`config.mk`:
```
export PLATFORM = sky130hd
export DESIGN_NAME = slave_mem_responder
export DESIGN_NICKNAME = d
export VERILOG_FILES = /design/src/rtl/slave_bus_pkg.sv /design/src/rtl/slave_regfile.sv /design/src/rtl/slave_mem_responder.sv
export SDC_FILE = /design/constraint.sdc
export NUM_CORES = 1
export LEC_CHECK = 0
export ABC_AREA = 1
export BUFFER_PORTS_ARGS = -buffer_cell sky130_fd_sc_hd__buf_2
export CAP_MARGIN = 25
export CORE_ASPECT_RATIO = 0.75
export CORE_MARGIN = 4
export CORE_UTILIZATION = 52
export CTS_CLUSTER_DIAMETER = 50
export DETAILED_ROUTE_END_ITERATION = 12
export MAX_ROUTING_LAYER = met4
export PLACE_DENSITY = 0.79
export SLEW_MARGIN = 40
export SYNTH_ARGS = -nofsm -noshare
export SYNTH_HDL_FRONTEND = slang
export SYNTH_HIERARCHICAL = 1
export SYNTH_SLANG_ARGS = --single-unit
export TNS_END_PERCENT = 5
```
`constraint.sdc`:
```
create_clock -name clk -period 24.7 [get_ports clk]
set_input_delay 3.705 -clock clk [delete_from_list [all_inputs] [get_ports clk]]
set_output_delay 3.705 -clock clk [all_outputs]
set_load 0.05 [all_outputs]
```
`src/rtl/slave_bus_pkg.sv`:
```
// Shared definitions for the req/addr/cmd/wdata -> ack/rdata slave bus.
package slave_bus_pkg;
  localparam logic CMD_READ  = 1'b0;
  localparam logic CMD_WRITE = 1'b1;

  typedef enum logic [1:0] {
    IDLE = 2'd0,
    WAIT = 2'd1,
    RESP = 2'd2
  } slave_state_t;

  localparam logic [31:0] ERR_RDATA = 32'hDEAD_BEEF;
endpackage

```
`src/rtl/slave_regfile.sv`:
```
// DEPTH x N word array: async-reset clear, one write port, one registered read port.
// When not reading, the read register loads rd_fill so the bus sees a defined value.
module slave_regfile #(
  parameter int N     = 32,
  parameter int DEPTH = 16
) (
  input  logic                     clk,
  input  logic                     rst,
  input  logic                     wr_en,
  input  logic [$clog2(DEPTH)-1:0] wr_idx,
  input  logic [N-1:0]             wr_data,
  input  logic                     rd_en,
  input  logic [$clog2(DEPTH)-1:0] rd_idx,
  input  logic [N-1:0]             rd_fill,
  output logic [N-1:0]             rd_data
);

  logic [N-1:0] mem_r [DEPTH];
  logic [N-1:0] rd_data_r;

  // storage array with whole-array clear on reset
  always_ff @(posedge clk or posedge rst) begin
    if (rst) begin
      for (int i = 0; i < DEPTH; i++) begin
        mem_r[i] <= {N{1'b0}};
      end
    end else if (wr_en) begin
      mem_r[wr_idx] <= wr_data;
    end
  end

  // registered read port
  always_ff @(posedge clk or posedge rst) begin
    if (rst) begin
      rd_data_r <= {N{1'b0}};
    end else if (rd_en) begin
      rd_data_r <= mem_r[rd_idx];
    end else begin
      rd_data_r <= rd_fill;
    end
  end

  assign rd_data = rd_data_r;

endmodule

```
`src/rtl/slave_mem_responder.sv`:
```
// Bus slave answering each request with a one-cycle ack after WAIT_CYCLES wait states.
// Optional SLAVE_RESP_ERR_EN adds slave_err and a DEAD_BEEF pattern for out-of-window reads.
module slave_mem_responder
  import slave_bus_pkg::*;
#(
  parameter int           N           = 32,
  parameter int           DEPTH       = 16,
  parameter logic [N-1:0] BASE_ADDR   = {N{1'b0}},
  parameter int           WAIT_CYCLES = 2
) (
  input  logic         clk,
  input  logic         rst,
  input  logic         slave_req,
  input  logic [N-1:0] slave_addr,
  input  logic         slave_cmd,
  input  logic [N-1:0] slave_wdata,
  output logic         slave_ack,
`ifdef SLAVE_RESP_ERR_EN
  output logic         slave_err,
`endif
  output logic [N-1:0] slave_rdata
);

  localparam int           AW        = $clog2(DEPTH);
  localparam int           BSH       = $clog2(N / 8);
  localparam logic [N-1:0] WIN_BYTES = N'(DEPTH * N / 8);
  localparam logic [3:0]   WAIT_INIT = 4'(WAIT_CYCLES);

  slave_state_t  state_r, state_nxt_s;
  logic [3:0]    cnt_r, cnt_nxt_s;
  logic [N-1:0]  offset_s;
  logic          inwin_s;
  logic [AW-1:0] idx_s;
  logic [AW-1:0] idx_r;
  logic          cmd_r;
  logic          inwin_r;
  logic [N-1:0]  wdata_r;
  logic [AW-1:0] op_idx_s;
  logic          op_cmd_s;
  logic          op_inwin_s;
  logic [N-1:0]  op_wdata_s;
  logic          enter_resp_s;
  logic          wr_en_s;
  logic          rd_en_s;
  logic [N-1:0]  rd_fill_s;
  logic          ack_r;

  assign offset_s = slave_addr - BASE_ADDR;
  assign inwin_s  = (offset_s < WIN_BYTES);
  assign idx_s    = AW'(offset_s >> BSH);

  // state and wait counter registers
  always_ff @(posedge clk or posedge rst) begin
    if (rst) begin
      state_r <= IDLE;
      cnt_r   <= 4'd0;
    end else begin
      state_r <= state_nxt_s;
      cnt_r   <= cnt_nxt_s;
    end
  end

  // next-state and counter logic
  always_comb begin
    state_nxt_s = state_r;
    cnt_nxt_s   = cnt_r;
    case (state_r)
      IDLE: begin
        if (slave_req) begin
          cnt_nxt_s   = WAIT_INIT;
          state_nxt_s = (WAIT_INIT == 4'd0) ? RESP : WAIT;
        end else begin
          cnt_nxt_s   = 4'd0;
          state_nxt_s = IDLE;
        end
      end
      WAIT: begin
        cnt_nxt_s = cnt_r - 4'd1;
        if (cnt_r <= 4'd1) begin
          state_nxt_s = RESP;
        end else begin
          state_nxt_s = WAIT;
        end
      end
      RESP: begin
        cnt_nxt_s   = 4'd0;
        state_nxt_s = IDLE;
      end
      default: begin
        cnt_nxt_s   = 4'd0;
        state_nxt_s = IDLE;
      end
    endcase
  end

  // request capture; later changes on the bus are ignored
  always_ff @(posedge clk or posedge rst) begin
    if (rst) begin
      idx_r   <= {AW{1'b0}};
      cmd_r   <= CMD_READ;
      inwin_r <= 1'b0;
      wdata_r <= {N{1'b0}};
    end else if ((state_r == IDLE) && slave_req) begin
      idx_r   <= idx_s;
      cmd_r   <= slave_cmd;
      inwin_r <= inwin_s;
      wdata_r <= slave_wdata;
    end
  end

  // zero-wait operation enters RESP straight from IDLE, before the capture lands
  assign op_idx_s   = (state_r == IDLE) ? idx_s       : idx_r;
  assign op_cmd_s   = (state_r == IDLE) ? slave_cmd   : cmd_r;
  assign op_inwin_s = (state_r == IDLE) ? inwin_s     : inwin_r;
  assign op_wdata_s = (state_r == IDLE) ? slave_wdata : wdata_r;

  assign enter_resp_s = (state_nxt_s == RESP);
  assign wr_en_s      = enter_resp_s && (op_cmd_s == CMD_WRITE) && op_inwin_s;
  assign rd_en_s      = enter_resp_s && (op_cmd_s == CMD_READ) && op_inwin_s;

  // value loaded into rdata when the array is not read
  always_comb begin
    rd_fill_s = {N{1'b0}};
`ifdef SLAVE_RESP_ERR_EN
    if (enter_resp_s && (op_cmd_s == CMD_READ) && !op_inwin_s) begin
      rd_fill_s = N'(ERR_RDATA);
    end else begin
      rd_fill_s = {N{1'b0}};
    end
`endif
  end

  slave_regfile #(
    .N     (N),
    .DEPTH (DEPTH)
  ) u_regfile (
    .clk     (clk),
    .rst     (rst),
    .wr_en   (wr_en_s),
    .wr_idx  (op_idx_s),
    .wr_data (op_wdata_s),
    .rd_en   (rd_en_s),
    .rd_idx  (op_idx_s),
    .rd_fill (rd_fill_s),
    .rd_data (slave_rdata)
  );

  // ack pulse, high exactly during RESP
  always_ff @(posedge clk or posedge rst) begin
    if (rst) begin
      ack_r <= 1'b0;
    end else begin
      ack_r <= enter_resp_s;
    end
  end

  assign slave_ack = ack_r;

`ifdef SLAVE_RESP_ERR_EN
  logic err_r;

  // out-of-window flag, valid only alongside ack
  always_ff @(posedge clk or posedge rst) begin
    if (rst) begin
      err_r <= 1'b0;
    end else begin
      err_r <= enter_resp_s && !op_inwin_s;
    end
  end

  assign slave_err = err_r;
`endif

endmodule

```
== Word level (Yosys, flattened, before mapping) ==
Cells that the tools add are included.
W data, S select, Z words.
Storage, ports and cells
  register bits after elaboration: 589
  latch bits: 0
  memory bits (writable): 0
  memory bits (read-only): 0
  input bits: 68
  logic and storage cells: 56
  memories kept: 0
Operators by class
  add/subtract/negate cells: 1
  $mul: 0
  div/mod/pow operators: 0
  magnitude comparators: 4
  equality and inequality tests: 2
  shifts and indexed selects: 0
  muxes and demuxes: 16
  bitwise logic cells: 2
  reduce and logical (&&, ||, !) cells: 7
Operators with widths (number)
  $bwmux W512: 1
  $mux W32: 5
  $bmux W32 S4: 1
  $demux W32 S4: 1
  $lt A32 B7 Y1 const B: 1
  $pmux W4 S2: 1
  $logic_and A1 B1 Y1: 6
  $ge A5 B5 Y1 const B: 1
  $lt A5 B1 Y1 const B: 1
  $not A4 Y5: 1
  $le A4 B1 Y1 const B: 1
  $mux W2: 2
  $mux W4: 1
  $pmux W2 S2: 1
  $sub A4 B1 Y4 const B: 1
  $mux W1: 3
  $eq A2 B1 Y1 const B: 1
  $eq A2 B2 Y1 const B: 1
  $logic_not A2 Y1: 1
  $not A1 Y1: 1

== Longest topological paths before layout ==
Gate-level depths: netlist of run 1.
  word-level depth: 8
  gate-level depth with buffers: 16
  gate-level depth less buffers: 12

== By module ==
Netlist of run 1, hierarchy kept.
By module, submodules not included
  slave_regfile: times used 1, cells each 3033, area each 24374.6 um^2, seq. area each 13613.1 um^2
  slave_mem_responder: times used 1, cells each 302, area each 2264.7 um^2, seq. area each 1126.1 um^2

== Least setup slack after synthesis of run 1 ==
Ideal clock, no wire load.
  path kind: input -> register
  from: input slave_addr[28]
  to: register u_regfile/mem_r[360] (netlist bit)
  library setup time: 0.135 ns
  arrival: 5.144 ns
  data required time: 24.565 ns
  path slack: 19.421 ns
  cell stages on the path: 12
  path through: nor2_1 nand2_1 nor2_1 nand4_1 a21oi_1 buf_4 inv_2 nor3_4 nand2_2 clkbuf_1 nand2_1 o21ai_0
On the way
  longest elaborated chain between the ends: 3
RTL lines
  start: declaration: line slave_mem_responder.sv:14  | input logic [N-1:0] slave_addr,
  $lt A32 B7 Y1: line slave_mem_responder.sv:49  | assign inwin_s = (offset_s < WIN_BYTES);
  $mux W1: line slave_mem_responder.sv:114  | assign op_inwin_s = (state_r == IDLE) ? inwin_s : inwin_r;
  $logic_and A1 B1 Y1: line slave_mem_responder.sv:118  | assign wr_en_s = enter_resp_s && (op_cmd_s == CMD_WRITE) && op_inwin_s;
  via wr_en_s: line slave_mem_responder.sv:43  | logic wr_en_s;
  end signal: indexed assignment: line slave_regfile.sv:25  | mem_r[i] <= {N{1'b0}};
  end signal: indexed assignment: line slave_regfile.sv:28  | mem_r[wr_idx] <= wr_data;
  end: declaration: line slave_regfile.sv:18  | logic [N-1:0] mem_r [DEPTH];
The timed path passes the listed nets, and every way through them passes these cells.
A chain may end at the register's enable or synchronous reset.

== Worst setup path after layout of run 1 ==
  from: input slave_addr[3]
  to: register u_regfile/mem_r[167] (netlist bit)
On the way
  longest elaborated chain between the ends: 7
RTL lines
  $mux W4 (*): line slave_mem_responder.sv:112  | assign op_idx_s = (state_r == IDLE) ? idx_s : idx_r;
  via op_idx_s[1]: line slave_mem_responder.sv:38  | logic [AW-1:0] op_idx_s;
  $not A4 Y5 (implied by the code) (*): line slave_regfile.sv:28
  $ge A5 B5 Y1 (implied by the code) / $lt A5 B1 Y1 (equally long branches): line slave_regfile.sv:28
  $logic_and A1 B1 Y1 (implied by the code): line slave_regfile.sv:28
  $mux W32 (implied by the code): line slave_regfile.sv:28
  $demux W32 S4 (*): line slave_regfile.sv:28
  $bwmux W512 (*): line slave_regfile.sv:28
Mark *: on every way through the listed nets, which the timed path passes. The rest lies on a longest branch.

==> impl_metrics.ini, run 1 <==
[run_status]
status = completed

[clock_network]
cts_resized = 0
htreeDepth = 2
clock-root-buffer = clkbuf_16
holdBufCountCts = 0
clk_pin_slew_ns = 0.06
clock_path_buffers = 3
cts_setup_buffers = 0
clk_latency_ns = 0.62
cts_sinks = 589
tritoncts = done
cts_made_buffers = 57

[grt]
grt_pass1_wl_um = 116700
antenna_found_initial = 2
grt_usage_pct = 27.00
first_global_vias = 21187
grt_remaining_overflow = 0
grt_max_degree = 160

[timing]
max_freq_mhz = 154.7
finalHoldViolations = 0
tns_ns = 0
maxSlewHeadroom_pct = 35.59
post-route-min-period_ns = 6.466
fin_crit_sh_pct = 26.18
skew_ns = 0.02541
maxSlewViolCount = 0
tightest_slew_ns = 0.9560
rsz0062_at_grt = no
setup_violations = 0

[layout]
area_growth_syn_to_layout_pct = 9.370
layout.nets = 3375
fin_area_um2 = 29140
nFillCells = 4322
layout-drive-gt1-share_pct = 7.605

[placement]
place_congestion = 0.8135
place_hpwl_um = 38710
dpl_cell_area_um2 = 27300
port_buffers = 98

[worst_setup_path]
slowest_stage = buf_6
crit_type = in -> reg
critPathMaxFanout = 74
critPathCaptureType = flop
max_stage_delay_ns = 0.65
rrSetupSlack_ns = 20.37
required_ns = 25.23
path_cells = buf_2, nand2_1, o21ai_4, buf_6, buf_6, inv_1, nor2_2, nand2_2, nor2_4, buf_4, nor2_1, a21oi_1
worst_path_most_repeated_cell = buf_6
crit_path_start_kind = input port
critPathArrivalTime_ns = 7.00

[synthesis]
ys_warn_count = 6
synth_area_leaders = dfrtp_1 (55%), nand2_1 (18%), o21ai_0 (8.2%)
synth_top_cell_area_share_pct = 55.33
synth_area_per_cell_um2 = 7.988
ys_ff_latch = 589
synth_area_leader_cell = dfrtp_1
ys_types = 26
seq_area_frac_synth_pct = 55.33
synth_cells = 3335
syn-cell-area_um2 = 26640

[floorplanning]
die_y_um = 204.0
die-area_um2 = 54950
core_um2 = 50370
ioPinCount = 101
fp-row-count = 71
die_x_um = 269.4
initial_core_util_pct = 52.89

[flow_run]
cap_violations = 0

[power]
pwr_density_cell_nw_per_um2 = 107.0
p_clk_share_pct = 27.7
intPower_uw = 1755
seqPwrFrac_pct = 32.6
worst_ir_drop_vdd_uv = 126.4
switchingPower_uw = 1362
power.static_leakage_uw = 0.01378
power_switching_share_pct = 43.70
comb_power_share_pct = 39.7

[routing]
remaining_drc_errors = 0
vias = 22483
drt_iter0_drc = 2629
antenna_left = 0
wl_met3_um = 7149
top_layer = met4
viasPerCell = 5.622
dr.pass1.iters = 6
dr_wl_met2_um = 31330
wl_um = 71800
avgRoutedWirePerCell_um = 17.95
wl_met1_um = 31170

[worst_hold_path]
hold_class = reg -> reg
[metal layers]
metal,GRT usage [%],up-vias
met2,39.65,1016
met4,8.497,0
met1,38.36,10650
met5,-,-
li1,-,10669
met3,5.340,148
[kinds of logic (layout without fill, tap and decap cells)]
| family | count (synthesis) | count (layout) | share of synthesized area, % |
|---|---|---|---|
| other cells | 1 | 34 | 0.01408 |
| flops | 589 | 589 | 55.33 |
| buf+inv | 344 | 318 | 5.692 |
| xor+xnor | 2 | 2 | 0.06577 |
| compound gates | 592 | 592 | 11.13 |
| fa+ha+maj | 2 | 2 | 0.09392 |
| simple gates | 1805 | 1805 | 27.67 |
[Yosys cell counts, drive strengths merged]
cell and instances:
nand2 1249, dfrtp 589, o21ai 461, nand3 393, nor2 161, clkbuf 132
a21oi 130, buf 124, inv 88, ha 2, conb 1, nand4 1
nor3 1, o211ai 1, xnor2 1, xor2 1
[registers in the layout, summed over array words and instances (netlist names)]
name               flops
u_regfile/mem_r      512
u_regfile/rd_data     32
wdata_r               32
cnt_r                  4
idx_r                  4
state_r                2
cmd_r                  1
inwin_r                1
slave_ack              1
[final timing paths]
| path | from | to | cells after the start |
|---|---|---|---|
| max in group asynchronous | rst | u_regfile/mem_r[493]$_DFFE_PP0P_ | 6 |
| setup / recovery | slave_addr[3] | u_regfile/mem_r[167]$_DFFE_PP0P_ | 12 |
| hold reg to reg | cnt_r[0]$_DFF_PP0_ | cnt_r[0]$_DFF_PP0_ | 1 |
| hold / removal | cnt_r[0]$_DFF_PP0_ | cnt_r[0]$_DFF_PP0_ | 1 |
| min in group asynchronous | rst | u_regfile/mem_r[88]$_DFFE_PP0P_ | 2 |
| setup reg to reg | state_r[0]$_DFF_PP0_ | u_regfile/mem_r[167]$_DFFE_PP0P_ | 13 |
[layout by cell type (no fill, tap or decap)]
cell / netlist / layout
nand2_1: 1242 / 1240
dfrtp_1: 589 / 589
o21ai_0: 437 / 430
nand3_1: 387 / 387
nor2_1: 154 / 154
a21oi_1: 130 / 128
buf_2: 77 / 98
inv_1: 84 / 80
clkbuf_16: 0 / 59
conb_1: 1 / 32
o21ai_1: 24 / 27
buf_4: 30 / 26
clkbuf_1: 131 / 13
clkbuf_8: 0 / 11
buf_6: 2 / 11
nand2_2: 7 / 9
nand3_2: 6 / 6
nor2_4: 5 / 5
clkinv_2: 0 / 5
inv_2: 4 / 4
o21ai_4: 0 / 4
bufinv_16: 0 / 3
inv_6: 0 / 3
diode_2: 0 / 2
ha_1: 2 / 2
nor2_2: 2 / 2
inv_12: 0 / 2
xor2_1: 1 / 1
xnor2_1: 1 / 1
nand4_1: 1 / 1
a21oi_2: 0 / 1
o211ai_1: 1 / 1
a21oi_4: 0 / 1
inv_4: 0 / 1
clkinvlp_4: 0 / 1
buf_8: 0 / 1
nor3_4: 1 / 1
[final cells by class]
cell class              count  area (µm²)  share of cell area (%)
multi-input cells        2433       10570                   36.26
diodes                      2       5.005                 0.01718
clock buffers              83        1677                   5.755
flip-flops and latches    589       14740                   50.59
repair buffers            136       824.5                   2.830
well taps                 657       822.0                   2.821
inverters                  88       362.8                   1.245
clock inverters            11       140.1                  0.4810
[worst max-delay path, delay by kind of cell]
family	cells	cell delay, ns
AOI/OAI and AO/OA	2	0.21
buffers and inverters	5	2.05
and+or+nand+nor	5	0.98
[power groups by stage]
stage | logic, µW | clock network, µW | registers, µW
6_report | 1240 | 864 | 1020
5_1_grt | 1340 | 918 | 1020
4_1_cts | 1200 | 876 | 1020
3_5_place_dp | 1200 | 0 | 1030
3_3_place_gp | 1190 | 0 | 1030
2_1_floorplan | 860 | 0 | 1050
[per-stage QoR]
stage | worst slack (ns) | hold slack [ns] | power [µW] | cells | utilization [%]
after global placement | 16.47 | 0.4493 | 2219 | 3902 | 54.08
after detailed placement | 17.30 | 0.4552 | 2231 | 3903 | 54.19
after global routing | 17.97 | 0.4863 | 3280 | 3999 | 57.84
final | 18.23 | 0.4698 | 3118 | 3999 | 57.84
after floorplan | 5.788 | 0.4322 | 1905 | 3366 | -
after CTS | 17.94 | 0.4634 | 3097 | 3997 | 57.80
Note: power is estimated with default switching activity, not from simulation.
==> run 2: changes to the inputs <==
==> constraint.sdc (replaced) <==
create_clock -name clk -period 6.1 [get_ports clk]
set_input_delay 0.915 -clock clk [delete_from_list [all_inputs] [get_ports clk]]
set_output_delay 0.915 -clock clk [all_outputs]
set_load 0.05 [all_outputs]
==> run 2 against run 1 <==
Compared with the run above:
- routed wire length is 1.7% lower
- die area stayed put
- via count hardly changed
- total power grew to 4.2 times the previous value
- combinational power grew to 4.1 times the previous value
- clock power grew to 4.4 times the previous value
- critical path depth is 1 lower
- cell count is 0.33% higher
- sequential power grew to 4.0 times the previous value
- clock-buffer cell count is 5 higher
==> impl_metrics.ini, run 2 (synthesis gave the netlist of run 1 again) <==
[clock_network]
tritoncts = done
cts_made_buffers = 57
clk_latency_ns = 0.60
htreeDepth = 2
cts_sinks = 589
cts_setup_buffers = 0
clock-root-buffer = clkbuf_16
holdBufCountCts = 0
clock_path_buffers = 3
clk_pin_slew_ns = 0.06
cts_resized = 0

[timing]
skew_ns = 0.01783
fin_crit_sh_pct = 67.46
tightest_slew_ns = 0.9797
post-route-min-period_ns = 4.115
maxSlewHeadroom_pct = 34.00
max_freq_mhz = 243.0
finalHoldViolations = 0
maxSlewViolCount = 0
rsz0062_at_grt = no
setup_violations = 0
fin_ws_ns = 1.985

[layout]
largest_reg_flops = 512
stdcell_count = 4012
final_cell_mix = nand2_1 (1,240), dfrtp_1 (589), o21ai_0 (429)
antenna_cells = 0
top_register = u_regfile/mem_r
area_growth_syn_to_layout_pct = 10.67
fin_area_um2 = 29480
layout.nets = 3377
layout-drive-gt1-share_pct = 8.137
layout_commonest_cell = nand2_1

[worst_setup_path]
critPathArrivalTime_ns = 4.56
startpoint = state_r[0]$_DFF_PP0_
path_cells = nor2_4, buf_16, inv_2, o21ai_4, buf_4, inv_1, nand2_1, inv_1, nand3_2, buf_4, o21ai_0
cp_top_family = buffers and inverters
r2r-start = state_r[0]$_DFF_PP0_
path_buf_inv = 6
required_ns = 6.54
critPathCaptureType = flop
crit_type = reg -> reg
crit_path_start_kind = flop
critPathMaxFanout = 42
max_stage_delay_ns = 0.53
slowest_stage = o21ai_4

[grt]
antenna_found_initial = 0
grt_pass1_wl_um = 113400
grt_max_degree = 178
grt_usage_pct = 26.23
grt_remaining_overflow = 0
first_global_vias = 20999

[run_status]
status = completed

[floorplanning]
ioPinCount = 101
fp-row-count = 71
core_um2 = 50370
die_x_um = 269.4
die_y_um = 204.0
initial_core_util_pct = 52.89
die-area_um2 = 54950

[placement]
port_buffers = 98
dpl_cell_area_um2 = 27370
dp_slack_ns = 1.703
dp.cells = 3903
place_congestion = 0.8031
place_hpwl_um = 38520

[power]
worst_ir_drop_vdd_uv = 527.2
power.static_leakage_uw = 0.01394
fin_total_pwr_uw = 12980
pwr_density_cell_nw_per_um2 = 440.3

[routing]
drt_iter0_drc = 2445
wl_um = 70560
viasPerCell = 5.600
antenna_left = 0
remaining_drc_errors = 0
avgRoutedWirePerCell_um = 17.59
dr.pass1.iters = 6
vias = 22467

[flow_run]
cap_violations = 0

[worst_hold_path]
hold_class = in -> async
==> run 2: area by class of cell <==
type / instances / area [µm²]
inverters: 88 / 354.1
clock buffers: 88 / 1785
fillers: 4310 / 20890
clock inverters: 19 / 267.8
repair buffers: 138 / 929.6
well taps: 657 / 822.0
multi-input cells: 2433 / 10580
flip-flops and latches: 589 / 14740
==> run 2: metal layers <==
metal,vias to the layer above,GRT usage [%],wire length (µm)
met3,146,4.929,6966
met2,1002,38.81,30650
met1,10624,37.53,30920
li1,10695,-,-
met4,0,7.409,2017
met5,-,-,0
==> run 2: where the power goes <==
group	switching (µW)	leakage, µW	internal (µW)
sequential	60.0	0.00809	4060
clock	1520	0.00101	2270
combinational	3990	0.00484	1090
==> run 2: worst paths after layout <==
path | slack [ns] | to | cells after the start
max | 1.98 | u_regfile/mem_r[238]$_DFFE_PP0P_ | 11
min in group clk | 0.48 | u_regfile/mem_r[396]$_DFFE_PP0P_ | 2
min | 0.40 | slave_ack$_DFF_PP0_ | 2
max in group asynchronous | 4.29 | u_regfile/mem_r[362]$_DFFE_PP0P_ | 4
min reg2reg | 0.48 | u_regfile/mem_r[396]$_DFFE_PP0P_ | 2
max reg2reg | 1.98 | u_regfile/mem_r[238]$_DFFE_PP0P_ | 11
==> run 2: per-stage QoR <==
stage	utilization (%)	TNS (ns)	hold slack, ns
6_report	58.53	0	0.3962
5_1_grt	58.53	0	0.4415
4_1_cts	58.42	0	0.4162
3_5_place_dp	54.34	0	0.4689
3_3_place_gp	54.15	0	0.4472
2_1_floorplan	-	-1204.92	0.4322
